--- src/rtl/pipeline_hazard_ctrl.sv ---
// pipeline_hazard_ctrl: stall/flush sequencer for the 5-stage pipeline, covering load-use,
// cache-miss freezes, mispredict recovery, the mul/div handshake and saturating perf counters.
module pipeline_hazard_ctrl #(
   parameter int CNT_W = 32
) (
   input  logic             clk,
   input  logic             rst,
   input  logic             i_imem_read,
   input  logic             i_imem_resp,
   input  logic             i_dmem_req,
   input  logic             i_dmem_resp,
   input  logic [4:0]       i_ifid_rs1,
   input  logic [4:0]       i_ifid_rs2,
   input  logic             i_ifid_uses_rs1,
   input  logic             i_ifid_uses_rs2,
   input  logic             i_idex_mem_read,
   input  logic [4:0]       i_idex_rd,
   input  logic             i_ex_mispredict,
   input  logic             i_ex_md_valid,
   input  logic             i_md_done,
   output logic             o_md_go,
   output logic             o_pc_en,
   output logic             o_pc_redirect,
   output logic             o_ifid_en,
   output logic             o_ifid_flush,
   output logic             o_idex_en,
   output logic             o_idex_flush,
   output logic             o_exmem_en,
   output logic             o_exmem_flush,
   output logic             o_memwb_en,
   output logic             o_memwb_flush,
   output logic [CNT_W-1:0] o_stall_cycles,
   output logic [CNT_W-1:0] o_flush_count
);
   typedef enum logic [1:0] {RUN, MD_BUSY, DRAIN} state_t;
   state_t r_state, w_next;
   logic r_md_pend;
   logic w_mem_stall, w_if_stall, w_load_use, w_md_done;
   logic w_md_go, w_pc_en, w_redir, w_ifid_en, w_ifid_fl, w_idex_en, w_idex_fl;
   logic w_exmem_en, w_memwb_en;
   assign w_mem_stall = i_dmem_req & ~i_dmem_resp;
   assign w_if_stall  = i_imem_read & ~i_imem_resp;
   assign w_load_use  = i_idex_mem_read & (i_idex_rd != 5'd0) &
                        ((i_ifid_uses_rs1 & (i_ifid_rs1 == i_idex_rd)) |
                         (i_ifid_uses_rs2 & (i_ifid_rs2 == i_idex_rd)));
   // a done pulse swallowed by a D-miss freeze is remembered until the freeze lifts
   assign w_md_done = i_md_done | r_md_pend;
   always_comb begin
      w_next     = r_state;
      w_md_go    = 1'b0;
      w_pc_en    = 1'b0;
      w_redir    = 1'b0;
      w_ifid_en  = 1'b0;
      w_ifid_fl  = 1'b0;
      w_idex_en  = 1'b0;
      w_idex_fl  = 1'b0;
      w_exmem_en = 1'b0;
      w_memwb_en = 1'b0;
      if (!w_mem_stall) begin
         case (r_state)
            RUN: begin
               if (i_ex_md_valid) begin
                  w_md_go = 1'b1;
                  w_next  = MD_BUSY;
               end else if (i_ex_mispredict) begin
                  w_pc_en    = 1'b1;
                  w_redir    = 1'b1;
                  w_ifid_en  = 1'b1;
                  w_ifid_fl  = 1'b1;
                  w_idex_en  = 1'b1;
                  w_idex_fl  = 1'b1;
                  w_exmem_en = 1'b1;
                  w_memwb_en = 1'b1;
                  w_next     = w_if_stall ? DRAIN : RUN;
               end else if (!w_if_stall) begin
                  w_pc_en    = ~w_load_use;
                  w_ifid_en  = ~w_load_use;
                  w_idex_en  = 1'b1;
                  w_idex_fl  = w_load_use;
                  w_exmem_en = 1'b1;
                  w_memwb_en = 1'b1;
               end
            end
            MD_BUSY: begin
               if (w_md_done) begin
                  w_pc_en    = 1'b1;
                  w_ifid_en  = 1'b1;
                  w_idex_en  = 1'b1;
                  w_exmem_en = 1'b1;
                  w_memwb_en = 1'b1;
                  w_next     = RUN;
               end
            end
            DRAIN: begin
               w_idex_en  = 1'b1;
               w_idex_fl  = 1'b1;
               w_exmem_en = 1'b1;
               w_memwb_en = 1'b1;
               w_ifid_en  = i_imem_resp;
               w_ifid_fl  = i_imem_resp;
               w_next     = i_imem_resp ? RUN : DRAIN;
            end
            default: w_next = RUN;
         endcase
      end
   end
   assign o_md_go       = w_md_go & ~rst;
   assign o_pc_en       = w_pc_en & ~rst;
   assign o_pc_redirect = w_redir & ~rst;
   assign o_ifid_en     = w_ifid_en & ~rst;
   assign o_ifid_flush  = w_ifid_fl & ~rst;
   assign o_idex_en     = w_idex_en & ~rst;
   assign o_idex_flush  = w_idex_fl & ~rst;
   assign o_exmem_en    = w_exmem_en & ~rst;
   assign o_exmem_flush = 1'b0;
   assign o_memwb_en    = w_memwb_en & ~rst;
   assign o_memwb_flush = 1'b0;
   always_ff @(posedge clk or posedge rst) begin
      if (rst) begin
         r_state        <= RUN;
         r_md_pend      <= 1'b0;
         o_stall_cycles <= '0;
         o_flush_count  <= '0;
      end else begin
         r_state   <= w_next;
         r_md_pend <= (r_state == MD_BUSY) & w_mem_stall & w_md_done;
         if (!w_memwb_en && o_stall_cycles != '1)
            o_stall_cycles <= o_stall_cycles + 1'b1;
         if (w_redir && o_flush_count != '1)
            o_flush_count <= o_flush_count + 1'b1;
      end
   end
endmodule

--- config.mk ---
export PLATFORM = sky130hd
export DESIGN_NAME = pipeline_hazard_ctrl
export DESIGN_NICKNAME = d
export VERILOG_FILES = /design/src/rtl/pipeline_hazard_ctrl.sv
export SDC_FILE = /design/constraint.sdc
export NUM_CORES = 1
export LEC_CHECK = 0
export CAP_MARGIN = 10
export CORE_ASPECT_RATIO = 0.5
export CORE_MARGIN = 3
export CORE_UTILIZATION = 43
export DETAILED_ROUTE_END_ITERATION = 8
export PLACE_DENSITY = 0.76
export SETUP_SLACK_MARGIN = 0.2
export SKIP_CTS_REPAIR_TIMING = 1
export SYNTH_ARGS = -nofsm -noshare
export SYNTH_HDL_FRONTEND = slang
export SYNTH_SLANG_ARGS = --single-unit
export TNS_END_PERCENT = 50
--- constraint.sdc ---
create_clock -name clk -period 3.6 [get_ports clk]
set_input_delay 0.72 -clock clk [delete_from_list [all_inputs] [get_ports clk]]
set_output_delay 0.72 -clock clk [all_outputs]
set_load 0.05 [all_outputs]
==> run summary, run 1 <==
Outcome - completed
Warning count from the yosys run - 0
Ranking of synthesized cells by area - dfrtp_1 (48%), xnor2_1 (12%), xor2_1 (6.3%)
FF+latch count, synth - 67
Netlist cell types - 45
CTS root buf - clkbuf_16
GP Congestion - 0.827
Global-route wire length before repair - 14000 um
Die Y - 69.8 um
Synthesized area - 0.00350 sq mm
Core ar. - 0.00762 sq mm
Final min period - 3.30 ns
Slew headroom - 43.6%
Critical path data arrival time - 2.58 ns
GR Util met1 - 23.3%
Crit end category - primary output
Initial antenna violation count - 0
Fillcell total - 656
Max incr delay on CP - 0.60 ns
Clock-pin slew on the worst setup and hold paths - 0.05 ns
CP max FO - 6
Area of the die - 0.00933 sq mm
WL final - 8270 um
VDD IR max - 0.000450 V
RSZ-0062 raised after global routing - no
Leak Pwr - 2.07 nW
Detail Route Antenna Nets - 0
Seq/Total Area, Yosys - 47.9%
Top-area cell type share of the netlist area - 47.9%
Tcrit/Tclk final - 91.6%
Pre-Repair DR Iteration Count - 4
Area Growth Syn to Fin - 41.9%
Final HPWL DP - 6060 um
Final hold vios - 0
M2 GR Usage - 30.5%
Worst-skew pair later-pin latency - 0.33 ns
Non-Filler Instances - 561
Post-Place Cells - 545
Peak Freq - 303 MHz
Total track usage - 18.6%
Skew final - 0.00453 ns
Post-synthesis cell count - 345
CTS Sinks - 67
Final Max Slew Viols - 0
Final Cell Area - 0.00497 sq mm
Ports - 102
Setup WS pre-CTS - 0.286 ns
Wire per inst - 14.7 um
Sum Neg Setup Slack - 0 ns
Number of enable flip-flop cells after synthesis - 0
Gr ovfl total - 0
Max Cap Violations - 0
Sequence of cells on the critical path - clkdlybuf4s50_1, nor4b_1, o32ai_1, and2_1, buf_12
Post-synth ARST share - 100%
Vias/cell - 5.16
Htree depth - 3
Worst Path Class, Setup - in -> out
ANT cells - 0
Final setup viols - 0
Worst slew pin tran - 0.846 ns
CTS tree - done
I/O Buffers - 99
Final net count - 477
Slowest CP cell - o32ai_1
Crit start category - input pin
Met3 usage - 5.43%
Die width - 134 um
Starting Density - 45.9%
R2r setup slk - 1.26 ns
Req. time, crit path - 2.88 ns
Layout cell share with drive strength beyond 1 - 8.61%
Num rows - 22
Vias in the first global route - 2858
Cell Pwr Density - 523 mW/mm^2
Drt drc - 0
Clock buffer count from CTS - 9
Hold/Removal Path Class - reg -> reg
Iter 0 DRT Violations - 144
Fin worst setup slack - 0.303 ns
Busiest grt layer - met2
Critical path buffer and inverter count - 2
Top Family by Delay on Critical Path - buffers and inverters
Via count - 2892
Largest net degree at the start of global routing - 68
Average footprint of a synthesized cell - 10.2 sq um
Area of placed instances - 0.00462 sq mm
Synth area leader - dfrtp_1
Max Buffers Root-to-Sink - 2
Ys flop type - dfrtp_1
==> metal layers <==
| metal | routed length [um] | vias to the layer above | share of wire (%) |
|---|---|---|---|
| met1 | 3740 | 1408 | 45 |
| met2 | 4050 | 62 | 49 |
| met4 | 139 | 0 | 1.7 |
| li1 | - | 1411 | - |
| met5 | 0 | - | 0 |
| met3 | 338 | 11 | 4.1 |
==> final cells by class <==
class | instances | area (sq um) | area share [%]
Clock buffer | 13 | 280 | 5.64
Tap cell | 108 | 135 | 2.72
Inverter | 6 | 26.3 | 0.529
Timing Repair Buffer | 101 | 1030 | 20.6
Clock inverter | 3 | 67.6 | 1.36
Sequential cell | 67 | 1680 | 33.7
Multi-Input combinational cell | 263 | 1760 | 35.4
==> worst register-to-register path: cells and delay by family, from the launching register on <==
kind,cells,cell delay (ns)
adder cells (fa/ha/maj),1,0.19
flip-flops,1,0.44
AND/OR/NAND/NOR,5,1.42
XOR/XNOR,1,0.15
==> sequential cells by signal (all words and copies together) (netlist names) <==
signal / flops
r_state: 2
o_flush_count: 32
r_md_pend: 1
o_stall_cycles: 32
==> synthesized netlist by cell type, types with 2 or more instances <==
master / n
nand2_1: 41
or2_2: 2
and4_1: 9
nand2b_1: 6
nor3_1: 14
nor2_1: 25
clkbuf_1: 4
xnor2_1: 46
ha_1: 2
nor4_2: 2
nor3_2: 2
inv_1: 6
nand3_1: 15
nor4_1: 3
nor2b_1: 4
buf_4: 5
nand4_1: 23
a21oi_1: 2
a211oi_1: 2
nor4b_1: 2
and3_1: 9
and2_1: 5
dfrtp_1: 67
nor4b_2: 2
xor2_1: 25
o21ai_0: 3
==> layout by cell type, fill, tap and decap left out, types with 3 or more instances in the layout <==
cell and instances:
xor2_1 25, nand4_1 23, nand2_1 41, nor4_1 3, nor3_1 14, buf_4 6, inv_1 5, nand2b_1 6
xnor2_1 46, nand3_1 15, and4_1 9, nor2_1 25, nor2b_1 3, clkdlybuf4s50_1 92, and2_1 5, buf_12 3
clkbuf_8 4, and3_1 9, clkbuf_16 9, dfrtp_1 67
==> worst paths after layout <==
check,cells after the start,startpoint,to
max in group asynchronous,3,rst,o_stall_cycles[9]
worst max-delay path,5,i_ex_mispredict,o_idex_en
worst min-delay path,1,o_stall_cycles[31],o_stall_cycles[31]
worst max register to register,7,o_flush_count[0],o_flush_count[21]
worst min register to register,1,o_stall_cycles[31],o_stall_cycles[31]
min in group asynchronous,3,rst,r_state[1]
==> metrics by stage <==
stage	hold slack [ns]	utilization, %	total power [W]
final	0.484	65.2	0.00260
after floorplan	0.583	-	0.00137
after global routing	0.496	65.2	0.00271
after detailed placement	0.475	60.6	0.00162
after CTS	0.486	65.1	0.00262
after global placement	0.475	60.6	0.00161
==> power by group <==
part	internal, W	switching, W
logic	0.000253	0.000423
registers	0.000824	0.000107
clock network	0.000681	0.000311
total	0.00176	0.000842
==> kinds of logic after synthesis <==
logic type,count (synthesis),share of synthesized area [%]
AOI/OAI and AO/OA,17,3.96
buffers and inverters,16,2.29
xor gates and xnor gates,71,17.8
muxes,1,0.321
adders and majority gates,2,0.714
other,1,0.107
DFF,67,47.9
and+or+nand+nor,170,27.0
No activity file was read; power rests on OpenSTA's default activity.
==> run 2: changes to the inputs <==
==> constraint.sdc (replaced) <==
create_clock -name clk -period 3.6 [get_ports clk]
set_input_delay 0.9 -clock clk [delete_from_list [all_inputs] [get_ports clk]]
set_output_delay 0.9 -clock clk [all_outputs]
set_load 0.05 [all_outputs]
==> run 2 against run 1 <==
  * Critical path depth rose by 3
  * Total power fell by 5.3%
  * Wire length barely moved
  * Sequential cell count did not move
  * Largest cell class unchanged
==> run summary, run 2 (same netlist as run 1, synthesis figures left out) <==
Outcome - completed
Critical path data arrival time - 2.41 ns
Worst path depth - 8
Worst hold slack - 0.488 ns
R2r setup slk - 1.27 ns
Worst Hold Path EP - o_stall_cycles[16]
Hold Startpoint - o_stall_cycles[16]
Slew headroom - 44.3%
I/O Buffers - 99
Fillcell total - 625
Wire per inst - 14.6 um
Starting Density - 45.9%
Hold path depth - 1
Core ar. - 0.00762 sq mm
Gr ovfl total - 0
Area of the multi-input gates - 0.00178 sq mm
Max Buffers Root-to-Sink - 2
Sequence of cells on the critical path - clkdlybuf4s50_1, xnor2_1, nand4_1, o22ai_1, o211ai_1, o2111ai_2, o21ai_1, buf_6
Skew final - 0.00530 ns
Pre-Repair DR Iteration Count - 4
Worst Path Class, Setup - in -> out
Largest net degree at the start of global routing - 68
Area of the die - 0.00933 sq mm
Global-route wire length before repair - 13800 um
Via count - 2890
Commonest non-fill, non-tap cell in the layout - clkdlybuf4s50_1
Max Cap Violations - 0
RSZ-0062 raised after global routing - yes
Die Y - 69.8 um
Final Max Slew Viols - 0
Clock buffer count from CTS - 9
Cell Pwr Density - 494 mW/mm^2
Area Growth Syn to Fin - 42.1%
Htree depth - 3
Final net count - 481
Iter 0 DRT Violations - 121
Max incr delay on CP - 0.49 ns
GP Congestion - 0.862
Worst flop-to-flop path endpoint - o_flush_count[21]
Layout cell share with drive strength beyond 1 - 10.3%
Req. time, crit path - 2.70 ns
Largest registers - o_flush_count (32), o_stall_cycles (32), r_state (2)
Power Total - 0.00246 W
R2R depth - 7
Worst slew pin tran - 0.835 ns
Initial antenna violation count - 0
Worst-skew pair later-pin latency - 0.33 ns
Sum Neg Setup Slack - 0 ns
R2r startpoint - o_flush_count[0]
Ports - 102
CTS tree - done
Crit end category - primary output
Vias in the first global route - 2745
Register area - 0.00168 sq mm
Leak Pwr - 2.12 nW
ANT cells - 0
CP max FO - 2
Critical path buffer and inverter count - 2
Tcrit/Tclk final - 92.0%
Slowest CP cell - clkdlybuf4s50_1
VDD IR max - 0.000450 V
Clock-pin slew on the worst setup and hold paths - 0.05 ns
Final HPWL DP - 6180 um
Peak Freq - 302 MHz
Top Family by Delay on Critical Path - buffers and inverters
Die width - 134 um
CTS root buf - clkbuf_16
Final min period - 3.31 ns
CP Launch Point - i_ifid_rs1[2]
Hold/Removal Path Class - reg -> reg
Num rows - 22
Detail Route Antenna Nets - 0
Final setup viols - 0
Final hold vios - 0
Drt drc - 0
Commonest non-fill, non-tap cells in the layout - clkdlybuf4s50_1 (85), dfrtp_1 (67), xnor2_1 (46)
CTS Sinks - 67
Vias/cell - 5.12
Crit start category - input pin
WL final - 8260 um
Total track usage - 18.3%
run 2: cell types whose count changed in the layout (fill, tap and decap cells not counted), moves of 2 or more:
cell             before  now
clkdlybuf4s50_1      92   85
buf_4                 6   11
dlymetal6s2s_1        0    5
bufinv_16             2    0
clkbuf_1              0    2
run 2: worst max-delay path by stage:
stage	to	slack (ns)
floorplan	o_pc_en	0.06
global placement	o_pc_en	0.11
detailed placement	o_pc_en	0.08
CTS	o_pc_en	0.08
global route	o_pc_en	0.17
finish	o_pc_en	0.29
run 2: power breakdown:
part / switching, W / internal [W] / leakage [nW]
clock: 0.000300 / 0.000540 / 0.146
combinational: 0.000428 / 0.000261 / 1.08
sequential: 0.000108 / 0.000824 / 0.891
run 2: worst reg2reg max path: stages (launching register included):
cell      delay (ns)
dfrtp_1         0.43
ha_1            0.19
and3_1          0.31
nand4_1         0.17
nor4_2          0.46
nand2b_1        0.38
nor3_1          0.12
xor2_1          0.15
run 2: final cells by class:
class                   instances  share of cell area [%]
clock buffers                  15                    5.78
clock inverters                 1                   0.101
inverters                       6                   0.528
multi-input cells             263                    35.8
flip-flops and latches         67                    33.7
well taps                     108                    2.71
repair buffers                105                    21.4
run 2: metal layers:
layer | vias up | global-route usage (%) | routed length [um]
met5 | - | 0 | 0
met4 | 0 | 5.93 | 117
met3 | 13 | 5.43 | 362
met2 | 63 | 30.1 | 3950
met1 | 1393 | 23.3 | 3830
li1 | 1421 | - | -
run 2: stage by stage:
stage	util [%]	area [sq um]	setup WS [ns]	cells
3_3_place_gp	61.0	4650	0.108	549
3_5_place_dp	61.0	4650	0.0836	549
5_1_grt	65.3	4980	0.170	565
2_1_floorplan	-	3520	0.0634	346
6_report	65.3	4980	0.287	565
4_1_cts	64.8	4940	0.0834	565
